<file path="config.mk">
export PLATFORM = sky130hd
export DESIGN_NAME = xy_move_sequencer
export DESIGN_NICKNAME = d
export VERILOG_FILES = /design/src/rtl/xy_plotter_pkg.sv /design/src/rtl/xy_step_timer.sv /design/src/rtl/xy_move_sequencer.sv
export SDC_FILE = /design/constraint.sdc
export NUM_CORES = 1
export LEC_CHECK = 0
export CORE_ASPECT_RATIO = 1.2
export CORE_MARGIN = 2
export CORE_UTILIZATION = 25
export CTS_CLUSTER_DIAMETER = 50
export DETAILED_ROUTE_END_ITERATION = 12
export GPL_TIMING_DRIVEN = 0
export SLEW_MARGIN = 20
export SYNTH_ARGS = -nofsm -noshare
export SYNTH_HDL_FRONTEND = slang
export SYNTH_HIERARCHICAL = 1
export SYNTH_SLANG_ARGS = --single-unit
</file>
<file path="constraint.sdc">
create_clock -name fab_clk -period 5.7 [get_ports fab_clk]
set_input_delay 1.14 -clock fab_clk [delete_from_list [all_inputs] [get_ports fab_clk]]
set_output_delay 1.14 -clock fab_clk [all_outputs]
set_load 0.005 [all_outputs]
</file>
<file path="src/rtl/xy_plotter_pkg.sv">
// Shared types and helpers for the XY move sequencer.
// The optional limit-stop feature is enabled by XY_LIMIT_STOP_EN.
package xy_plotter_pkg;

  localparam int STEP_W_DEF   = 16;
  localparam int PERIOD_W_DEF = 32;
  localparam int HELPER_W     = 32;

  typedef enum logic [1:0] {
    ST_IDLE,
    ST_LOAD,
    ST_RUN,
    ST_DONE
  } seq_state_e;

  // Magnitude of a sign-extended delta; the most negative value maps to its positive magnitude.
  function automatic logic [HELPER_W-1:0] abs_mag(input logic signed [HELPER_W-1:0] v);
    logic [HELPER_W-1:0] r;
    r = v[HELPER_W-1] ? -v : v;
    return r;
  endfunction

  function automatic logic [HELPER_W-1:0] max_u(input logic [HELPER_W-1:0] a,
                                                input logic [HELPER_W-1:0] b);
    return (a > b) ? a : b;
  endfunction

endpackage

</file>
<file path="src/rtl/xy_step_timer.sv">
// Major-axis step period counter: ticks once every max(period,1) enabled cycles.
module xy_step_timer #(
  parameter int PERIOD_W = 32
) (
  input  logic                fab_clk,
  input  logic                reset,
  input  logic                clear,
  input  logic                enable,
  input  logic [PERIOD_W-1:0] period,
  output logic                tick
);

  logic [PERIOD_W-1:0] cnt_q, cnt_d;
  logic [PERIOD_W-1:0] last_cnt;

  always_comb begin
    last_cnt = (period == '0) ? '0 : period - PERIOD_W'(1);
    tick     = enable && (cnt_q == last_cnt);
    cnt_d    = cnt_q;
    if (clear) begin
      cnt_d = '0;
    end else if (enable) begin
      cnt_d = tick ? '0 : cnt_q + PERIOD_W'(1);
    end
  end

  always_ff @(posedge fab_clk or negedge reset) begin
    if (!reset) begin
      cnt_q <= '0;
    end else begin
      cnt_q <= cnt_d;
    end
  end

endmodule

</file>
<file path="src/rtl/xy_move_sequencer.sv">
// Bresenham XY move sequencer with a one-deep command slot and absolute position tracking.
// Define XY_LIMIT_STOP_EN to add positive-end limit inputs lim_x/lim_y and a sticky fault output.
module xy_move_sequencer
  import xy_plotter_pkg::*;
#(
  parameter int STEP_W   = STEP_W_DEF,
  parameter int PERIOD_W = PERIOD_W_DEF
) (
  input  logic                     fab_clk,
  input  logic                     reset,
  input  logic                     cmd_valid,
  output logic                     cmd_ready,
  input  logic signed [STEP_W-1:0] cmd_dx,
  input  logic signed [STEP_W-1:0] cmd_dy,
  input  logic [PERIOD_W-1:0]      cmd_period,
  input  logic                     abort,
`ifdef XY_LIMIT_STOP_EN
  input  logic                     lim_x,
  input  logic                     lim_y,
  output logic                     fault,
`endif
  output logic                     step_x,
  output logic                     step_y,
  output logic                     dir_x,
  output logic                     dir_y,
  output logic                     busy,
  output logic                     done,
  output logic signed [STEP_W-1:0] pos_x,
  output logic signed [STEP_W-1:0] pos_y,
  output logic [STEP_W-1:0]        steps_left
);

  seq_state_e state_q, state_d;

  logic                     pend_valid_q, pend_valid_d;
  logic signed [STEP_W-1:0] pend_dx_q, pend_dx_d;
  logic signed [STEP_W-1:0] pend_dy_q, pend_dy_d;
  logic [PERIOD_W-1:0]      pend_period_q, pend_period_d;
  logic [PERIOD_W-1:0]      period_q, period_d;
  logic [STEP_W-1:0]        major_q, major_d;
  logic [STEP_W-1:0]        minor_q, minor_d;
  logic                     x_major_q, x_major_d;
  logic signed [STEP_W:0]   err_q, err_d;
  logic [STEP_W-1:0]        steps_left_q, steps_left_d;
  logic                     dir_x_q, dir_x_d;
  logic                     dir_y_q, dir_y_d;
  logic                     step_x_q, step_x_d;
  logic                     step_y_q, step_y_d;
  logic signed [STEP_W-1:0] pos_x_q, pos_x_d;
  logic signed [STEP_W-1:0] pos_y_q, pos_y_d;
`ifdef XY_LIMIT_STOP_EN
  logic                     fault_q, fault_d;
  logic                     lim_hit;
`endif

  logic                   tick;
  logic                   accept;
  logic                   kill;
  logic                   maj_fire;
  logic                   min_fire;
  logic                   x_fire;
  logic                   y_fire;
  logic signed [STEP_W:0] err_sub;
  logic signed [STEP_W:0] err_add;
  logic [STEP_W-1:0]      mag_x;
  logic [STEP_W-1:0]      mag_y;
  logic [STEP_W-1:0]      load_major;
  logic                   load_x_major;

  xy_step_timer #(
    .PERIOD_W (PERIOD_W)
  ) u_timer (
    .fab_clk (fab_clk),
    .reset   (reset),
    .clear   (state_q != ST_RUN),
    .enable  (state_q == ST_RUN),
    .period  (period_q),
    .tick    (tick)
  );

  // Strobe decisions for this cycle; a limit hit kills the move exactly like abort.
  always_comb begin
    err_sub  = err_q - $signed({1'b0, minor_q});
    err_add  = err_sub + $signed({1'b0, major_q});
    maj_fire = (state_q == ST_RUN) && tick && (steps_left_q != '0);
    min_fire = maj_fire && err_sub[STEP_W];
    x_fire   = x_major_q ? maj_fire : min_fire;
    y_fire   = x_major_q ? min_fire : maj_fire;
`ifdef XY_LIMIT_STOP_EN
    lim_hit  = (x_fire && dir_x_q && lim_x) || (y_fire && dir_y_q && lim_y);
    kill     = abort || lim_hit;
`else
    kill     = abort;
`endif
    cmd_ready = !pend_valid_q && !kill;
    accept    = cmd_valid && cmd_ready;

    mag_x        = STEP_W'(abs_mag(HELPER_W'(pend_dx_q)));
    mag_y        = STEP_W'(abs_mag(HELPER_W'(pend_dy_q)));
    load_major   = STEP_W'(max_u(HELPER_W'(mag_x), HELPER_W'(mag_y)));
    load_x_major = (mag_x >= mag_y);
  end

  always_comb begin
    state_d       = state_q;
    pend_valid_d  = pend_valid_q;
    pend_dx_d     = pend_dx_q;
    pend_dy_d     = pend_dy_q;
    pend_period_d = pend_period_q;
    period_d      = period_q;
    major_d       = major_q;
    minor_d       = minor_q;
    x_major_d     = x_major_q;
    err_d         = err_q;
    steps_left_d  = steps_left_q;
    dir_x_d       = dir_x_q;
    dir_y_d       = dir_y_q;
    step_x_d      = 1'b0;
    step_y_d      = 1'b0;
    pos_x_d       = pos_x_q;
    pos_y_d       = pos_y_q;
`ifdef XY_LIMIT_STOP_EN
    fault_d       = fault_q;
`endif

    case (state_q)
      ST_IDLE: begin
        if (pend_valid_q) state_d = ST_LOAD;
      end
      ST_LOAD: begin
        major_d      = load_major;
        minor_d      = load_x_major ? mag_y : mag_x;
        x_major_d    = load_x_major;
        err_d        = $signed({1'b0, load_major >> 1});
        steps_left_d = load_major;
        dir_x_d      = ~pend_dx_q[STEP_W-1];
        dir_y_d      = ~pend_dy_q[STEP_W-1];
        period_d     = pend_period_q;
        pend_valid_d = 1'b0;
        state_d      = (load_major == '0) ? ST_DONE : ST_RUN;
      end
      ST_RUN: begin
        if (maj_fire) begin
          steps_left_d = steps_left_q - STEP_W'(1);
          err_d        = min_fire ? err_add : err_sub;
          step_x_d     = x_fire;
          step_y_d     = y_fire;
          if (x_fire) pos_x_d = pos_x_q + (dir_x_q ? STEP_W'(1) : '1);
          if (y_fire) pos_y_d = pos_y_q + (dir_y_q ? STEP_W'(1) : '1);
        end
        if (steps_left_q == '0) state_d = ST_DONE;
      end
      ST_DONE: begin
        state_d = pend_valid_q ? ST_LOAD : ST_IDLE;
      end
      default: state_d = ST_IDLE;
    endcase

    if (accept) begin
      pend_valid_d  = 1'b1;
      pend_dx_d     = cmd_dx;
      pend_dy_d     = cmd_dy;
      pend_period_d = cmd_period;
`ifdef XY_LIMIT_STOP_EN
      fault_d       = 1'b0;
`endif
    end

    // Kill wins over everything, but position is deliberately kept.
    if (kill) begin
      state_d      = ST_IDLE;
      pend_valid_d = 1'b0;
      step_x_d     = 1'b0;
      step_y_d     = 1'b0;
      steps_left_d = '0;
      pos_x_d      = pos_x_q;
      pos_y_d      = pos_y_q;
    end
`ifdef XY_LIMIT_STOP_EN
    if (lim_hit) fault_d = 1'b1;
`endif
  end

  always_ff @(posedge fab_clk or negedge reset) begin
    if (!reset) begin
      state_q       <= ST_IDLE;
      pend_valid_q  <= 1'b0;
      pend_dx_q     <= '0;
      pend_dy_q     <= '0;
      pend_period_q <= '0;
      period_q      <= '0;
      major_q       <= '0;
      minor_q       <= '0;
      x_major_q     <= 1'b0;
      err_q         <= '0;
      steps_left_q  <= '0;
      dir_x_q       <= 1'b0;
      dir_y_q       <= 1'b0;
      step_x_q      <= 1'b0;
      step_y_q      <= 1'b0;
      pos_x_q       <= '0;
      pos_y_q       <= '0;
`ifdef XY_LIMIT_STOP_EN
      fault_q       <= 1'b0;
`endif
    end else begin
      state_q       <= state_d;
      pend_valid_q  <= pend_valid_d;
      pend_dx_q     <= pend_dx_d;
      pend_dy_q     <= pend_dy_d;
      pend_period_q <= pend_period_d;
      period_q      <= period_d;
      major_q       <= major_d;
      minor_q       <= minor_d;
      x_major_q     <= x_major_d;
      err_q         <= err_d;
      steps_left_q  <= steps_left_d;
      dir_x_q       <= dir_x_d;
      dir_y_q       <= dir_y_d;
      step_x_q      <= step_x_d;
      step_y_q      <= step_y_d;
      pos_x_q       <= pos_x_d;
      pos_y_q       <= pos_y_d;
`ifdef XY_LIMIT_STOP_EN
      fault_q       <= fault_d;
`endif
    end
  end

  assign step_x     = step_x_q;
  assign step_y     = step_y_q;
  assign dir_x      = dir_x_q;
  assign dir_y      = dir_y_q;
  assign pos_x      = pos_x_q;
  assign pos_y      = pos_y_q;
  assign steps_left = steps_left_q;
  assign done       = (state_q == ST_DONE);
  assign busy       = (state_q != ST_IDLE) || pend_valid_q;
`ifdef XY_LIMIT_STOP_EN
  assign fault      = fault_q;
`endif

endmodule

</file>
Word-level counts from Yosys, hierarchy flattened
Cells that the tools add are included.

word-level totals
  flip-flop bits (word level) = 233
  bits in latches = 0
  RAM bits = 0
  bits in read-only memories = 0
  bits of input ports = 68
  output and inout port bits = 55
  logic and storage cells = 98
  memories kept = 0

cells by class
  add/sub/neg operators = 9
  multiply operators = 0
  divide/modulo/power cells = 0
  order comparisons = 2
  equal/unequal tests = 9
  shift-type cells = 0
  muxes and demuxes = 33
  bitwise gates (word level) = 3
  reductions and logical operators = 24

operators by type and width
  cell                     count
  $mux W16                 8
  $mux W32                 4
  $mux W17                 2
  $pmux W17 S2             1
  $add A16 B16 Y16         2
  $add A32 B1 Y32 const B  1
  $eq A32 B32 Y1           1
  $logic_not A16 Y1        2
  $logic_not A32 Y1        1
  $neg A16 Y16             2
  $pmux W16 S2             1
  $sub A32 B1 Y32 const B  1
  $add A17 B17 Y17         1
  $sub A17 B17 Y17         1
  $ge A16 B16 Y1           1
  $gt A16 B16 Y1           1
  $reduce_bool A16 Y1      1
  $sub A16 B1 Y16 const B  1
  $mux W1                  13
  $ne A3 B3 Y1 const B     3
  $pmux W2 S4              1
  $reduce_and A4 Y1        2
  $logic_and A1 B1 Y1      6
  $mux W2                  3
  10 further kinds         20

Longest topological paths before layout
  depth in word-level cells = 11
  gate-level depth with buffers = 19
  mapped depth without buffers = 17

Cells and area by module
Netlist, hierarchy kept.

by module, submodules not included
  module             instances  cells each  area an instance (um^2)  seq. area each (um^2)
  xy_move_sequencer  1          1,181       12,290.5                 5,029.8
  xy_step_timer      1          385         3,025.4                  800.8

Worst setup path after synthesis
No wires, ideal clock.

  path kind = register to register
  start point = reg period_q[0]
  end point = reg steps_left_q[8], in the netlist steps_left[8]
  setup time = 0.132 ns
  arrival = 4.697 ns
  data required time = 5.568 ns
  setup slack = 0.871 ns
  stages on the path, launching flop included = 19
  period minus slack after synthesis = 4.829 ns
  cells stage by stage = dfrtp_1 > or4_1 > buf_2 > or4_1 > buf_2 > o31a_1 > nor3_1 > o221a_1 > o22ai_1 > a2111o_1 > or4_4 > inv_1 > o311ai_1 > buf_2 > or4_1 > or3_1 > a21o_1 > a221oi_1 > nor2_1

between the ends
  longest elaborated chain between the ends = 8
  elaborated cells on any way between the ends = 9
  classes of those cells = add/sub (1); eq/ne (2); mux (1); reduce/logical (5)

RTL lines
  item                                                         RTL line                  RTL
  from (decl)                                                  xy_move_sequencer.sv:39   logic [PERIOD_W-1:0] period_q, period_d;
  from (signal assigned)                                       xy_move_sequencer.sv:212  period_q <= period_d;
  $sub A32 B1 Y32 / $logic_not A32 Y1 (equally long branches)  xy_step_timer.sv:17       last_cnt = (period == '0) ? '0 : period - PERIOD_W'(1);
  $mux W32 *                                                   xy_step_timer.sv:17
  $eq A32 B32 Y1 *                                             xy_step_timer.sv:18       tick = enable && (cnt_q == last_cnt);
  $logic_and A1 B1 Y1 *                                        xy_step_timer.sv:18
  net tick                                                     xy_move_sequencer.sv:56   logic tick;
  $logic_and A1 B1 Y1 * (2 in a row)                           xy_move_sequencer.sv:85   maj_fire = (state_q == ST_RUN) && tick && (steps_left_q != '0);
  $ne A3 B3 Y1 (no line) *                                     --
  $reduce_and A2 Y1 (no line) *                                --
  to (signal assigned)                                         xy_move_sequencer.sv:217  steps_left_q <= steps_left_d;
  to (decl)                                                    xy_move_sequencer.sv:44   logic [STEP_W-1:0] steps_left_q, steps_left_d;

Mark *: on every way through the listed nets, which the timed path passes. The rest lies on a longest branch.
A chain may end at the register's enable or synchronous reset.

Worst setup path after layout
  start point = reg period_q[19]
  end point = reg pos_y_q[6], in the netlist pos_y[6]

between the ends
  longest elaborated chain between the ends = 9
  elaborated cells on any way between the ends = 10
  classes of those cells = add/sub (1); eq/ne (1); mux (2); reduce/logical (6)

RTL lines
  item                                                         RTL line                  RTL
  $sub A32 B1 Y32 / $logic_not A32 Y1 (equally long branches)  xy_step_timer.sv:17
  $mux W32 *                                                   xy_step_timer.sv:17
  $eq A32 B32 Y1 *                                             xy_step_timer.sv:18
  $logic_and A1 B1 Y1 *                                        xy_step_timer.sv:18
  net tick                                                     xy_move_sequencer.sv:56
  $logic_and A1 B1 Y1 * (2 in a row)                           xy_move_sequencer.sv:85
  $logic_and A1 B1 Y1                                          xy_move_sequencer.sv:86   min_fire = maj_fire && err_sub[STEP_W];
  $mux W1                                                      xy_move_sequencer.sv:88   y_fire = x_major_q ? min_fire : maj_fire;
  $reduce_and A4 Y1 (no line) *                                --
  to (signal assigned)                                         xy_move_sequencer.sv:223  pos_y_q <= pos_y_d;
  to (decl)                                                    xy_move_sequencer.sv:50   logic signed [STEP_W-1:0] pos_y_q, pos_y_d;

Marked as above.

==> flow_metrics.py <==
metrics = {
    "cells_and_area": {
        "nets": 1889,
        "area_delta_synth_final_pct": 24.3,
        "drive_above_1_share": 0.149,
        "design_area_mm2": 0.0190,
        "insertedDiodeCount": 0,
        "finalNonFillerCells": 2567,
    },
    "synthesis": {
        "synth-seq-cells": 233,
        "ys_types": 92,
        "synth.net_count": 1723,
        "syn_avg_cell_area_um2": 9.78,
        "async_flop_share": 1.00,
        "synth_edf_count": 0,
        "syn-cell-area_mm2": 0.0153,
        "yosysSeqAreaShare": 0.381,
        "synth_top_area_share": 0.381,
        "yosysWarnings": 6,
        "synth_top_cell_by_area": "dfrtp_1",
        "syn_inst": 1566,
        "synth_ff_type": "dfrtp_1",
        "synth_area_leaders": "dfrtp_1, mux2_2, ha_1, xnor2_1, xor2_1",
    },
    "route": {
        "drc": 0,
        "vias_per_cell": 4.97,
        "wirelength_mm": 45.2,
        "drt_iter0_markers": 800,
        "antenna_left": 0,
        "wl_per_cell_um": 17.6,
        "dr_total_vias": 12800,
        "dr.pass1.iters": 5,
    },
    "power_and_ir_drop": {
        "irDropWorstVdd_mv": 0.294,
        "combPwrFrac": 0.572,
        "p_leak_uw": 0.00789,
        "power_density_mw_per_mm2": 631,
        "switchingPower_uw": 5310,
        "seqPwrFrac": 0.222,
        "clkPwrFrac": 0.206,
        "p_sw_frac": 0.442,
        "p_int_uw": 6700,
    },
    "clock_tree": {
        "hold_buffers": 0,
        "htree_levels": 2,
        "clkLatencyLatePin_ps": 550,
        "clock_sinks": 233,
        "ctsLongestPathBuffers": 3,
        "cts_tree": "built",
        "clkTransAtPathRegs_ps": 50,
        "numCtsBuffers": 36,
        "clockRootBuffer": "clkbuf_16",
    },
    "flow_run": {
        "max_cap_viol_count": 0,
    },
    "floorplanning": {
        "row_count": 99,
        "core_area_mm2": 0.0607,
        "die_x_um": 230,
        "die_height_um": 275,
        "die_area_mm2": 0.0633,
        "io_pins": 123,
        "start_util": 0.252,
    },
    "timing": {
        "drv_slew": 0,
        "worstMarginPinSlew_ps": 1040,
        "hold_viol": 0,
        "postLayoutSetupSlackWorst_ps": 191,
        "skew_ps": 16.9,
        "tns_ps": 0,
        "rsz0062_at_grt": "no",
        "post-route-min-period_ps": 5510,
        "relSlewSlack": 0.304,
        "fmax_mhz": 182,
        "fin_crit_sh": 0.966,
        "setup_viol": 0,
    },
    "global_routing": {
        "grt_max_degree": 94,
        "antenna_found_initial": 0,
        "grt-ovfl-total": 0,
        "grt_pass1_vias": 12700,
        "grt_pass1_wl_mm": 71.2,
        "track_usage": 0.141,
    },
    "critical_path": {
        "critical_path.slowest_cell": "or4_1",
        "crit_type": "flip-flop to flip-flop",
        "worstPathMaxFanout": 10,
        "path_cells": "nor3_1 -> nand2_2 -> or4_1 -> clkbuf_1 -> or3_1 -> a32oi_1 -> o211ai_1 -> a2111o_1 -> or4_4 -> inv_1 -> o311ai_1 -> buf_2 -> a311o_1 -> nor2_1 -> buf_2 -> mux2_2",
        "cp-end-kind": "flip-flop",
        "max_stage_delay_ps": 530,
        "cpMostUsedCell": "buf_2",
        "r2r_cells": 16,
        "arrival_ps": 5930,
        "cp-start-kind": "flip-flop",
        "required_ps": 6120,
    },
    "placement": {
        "place_ws_ps": 105,
        "gp_congestion": 0.880,
        "place.port_buffers": 122,
        "dp_cells": 2498,
        "placed_cell_area_mm2": 0.0176,
        "dpl.hpwl_mm": 34.8,
    },
    "status": {
        "status": "complete, no violations",
    },
    "min_path": {
        "holdPathStages": 1,
        "hold_class": "flip-flop to flip-flop",
    },
}
[stage by stage]
stage	hold WS, ps	total power [µW]	utilization
after CTS	489	12000	0.312
final	484	12000	0.314
after floorplan	456	7640	-
after global routing	513	13000	0.314
after detailed placement	477	9440	0.290
after global placement	459	9260	0.289
[layer usage]
layer / share of wire / global-route usage / wire (µm)
met2: 0.48 / 0.237 / 21500
met4: 0.031 / 0.0504 / 1390
met1: 0.45 / 0.180 / 20200
met5: 0 / 0 / 0
met3: 0.048 / 0.0279 / 2170
[path summary, 6_finish.rpt]
kind,startpoint,to,slack (ps)
setup / recovery,period_q[19]$_DFFE_PN0P_,pos_y[6]$_DFFE_PN0P_,190
hold / removal,pos_x[15]$_DFFE_PN0P_,pos_x[15]$_DFFE_PN0P_,480
setup reg to reg,period_q[19]$_DFFE_PN0P_,pos_y[6]$_DFFE_PN0P_,190
hold reg to reg,pos_x[15]$_DFFE_PN0P_,pos_x[15]$_DFFE_PN0P_,480
max in group asynchronous,reset,err_q[5]$_DFFE_PN0P_,3920
min in group asynchronous,reset,pend_period_q[5]$_DFFE_PN0P_,600
[state kept, by name, summed over array words and instances (netlist names)]
register / count
dir_y: 1
major_q: 16
dir_x: 1
pos_x: 16
state_q: 2
pend_dy_q: 16
step_x: 1
pos_y: 16
step_y: 1
pend_dx_q: 16
u_timer/cnt_q: 32
minor_q: 16
period_q: 32
pend_valid_q: 1
steps_left: 16
x_major_q: 1
err_q: 17
pend_period_q: 32
[power groups by stage]
stage / Sequential (µW) / Clock, µW / Combinational [µW]
6_report: 2670 / 2470 / 6870
5_1_grt: 2750 / 2600 / 7610
4_1_cts: 2660 / 2530 / 6800
3_5_place_dp: 2680 / 0 / 6760
3_3_place_gp: 2660 / 0 / 6600
2_1_floorplan: 2490 / 0 / 5150
[kinds of logic after synthesis]
family                     share of synthesized area
AOI/OAI and AO/OA                              0.150
xor gates and xnor gates                      0.0788
adders and majority gates                     0.0747
buffers and inverters                         0.0318
DFF                                            0.381
muxes                                          0.124
and+or+nand+nor                                0.161
[area by class of cell]
| type | instances | area [µm²] |
|---|---|---|
| inverters | 63 | 236 |
| clock inverters | 21 | 333 |
| multi-input cells | 1215 | 9050 |
| clock buffers | 44 | 1010 |
| well taps | 808 | 1010 |
| plain buffers | 55 | 251 |
| flip-flops and latches | 233 | 5830 |
| repair buffers | 128 | 1310 |
| fillers | 6300 | 41700 |
[worst max-delay path, delay by kind of cell, from the launching register on]
family | cells | cell delay (ps)
and+or+nand+nor | 6 | 2360
AOI/OAI and AO/OA | 5 | 1320
buffers and inverters | 4 | 900
DFF | 1 | 430
muxes | 1 | 370
[placed cells by master, fill, tap and decap left out, types with 14 or more instances in the layout]
cell type        synthesis  routed
dfrtp_1                233     233
mux2_2                 132     132
nor2_1                 122     122
clkdlybuf4s50_1          0     121
nand2_1                 98      98
ha_1                    85      85
a21oi_1                 79      79
xnor2_1                 74      74
o21ai_0                 72      72
xor2_1                  62      62
inv_1                   61      61
nor3_1                  45      45
mux2i_1                 37      37
clkbuf_16                0      37
clkbuf_1                34      34
nand3_1                 31      31
a21o_1                  29      29
nand4_1                 27      27
o211ai_1                26      26
o31ai_1                 24      24
or3_1                   20      20
nor4_1                  20      17
nand2b_1                14      14
and3_1                  14      14
[repair_timing]
item	CTS	global route
resized for setup	0	9
setup buffers	0	4
setup endpoints to repair	0	22
[Yosys cell counts, drive strengths merged, types with 4 or more instances]
library cell / number
a2111oi: 5
a211oi: 11
a21o: 29
a21oi: 80
a22oi: 7
a31oi: 11
a32o: 4
and2: 11
and3: 14
buf: 20
clkbuf: 35
dfrtp: 233
fa: 4
ha: 85
inv: 63
mux2: 132
mux2i: 39
nand2: 99
nand2b: 16
nand3: 31
nand3b: 7
nand4: 27
nor2: 124
nor2b: 13
nor3: 47
nor3b: 6
nor4: 22
o211a: 5
o211ai: 26
o21a: 10
o21ai: 73
o21bai: 7
o22ai: 6
o31ai: 25
o41ai: 7
or2: 9
or3: 21
or4: 15
xnor2: 74
xor2: 63
(Power assumes the default switching activity.)
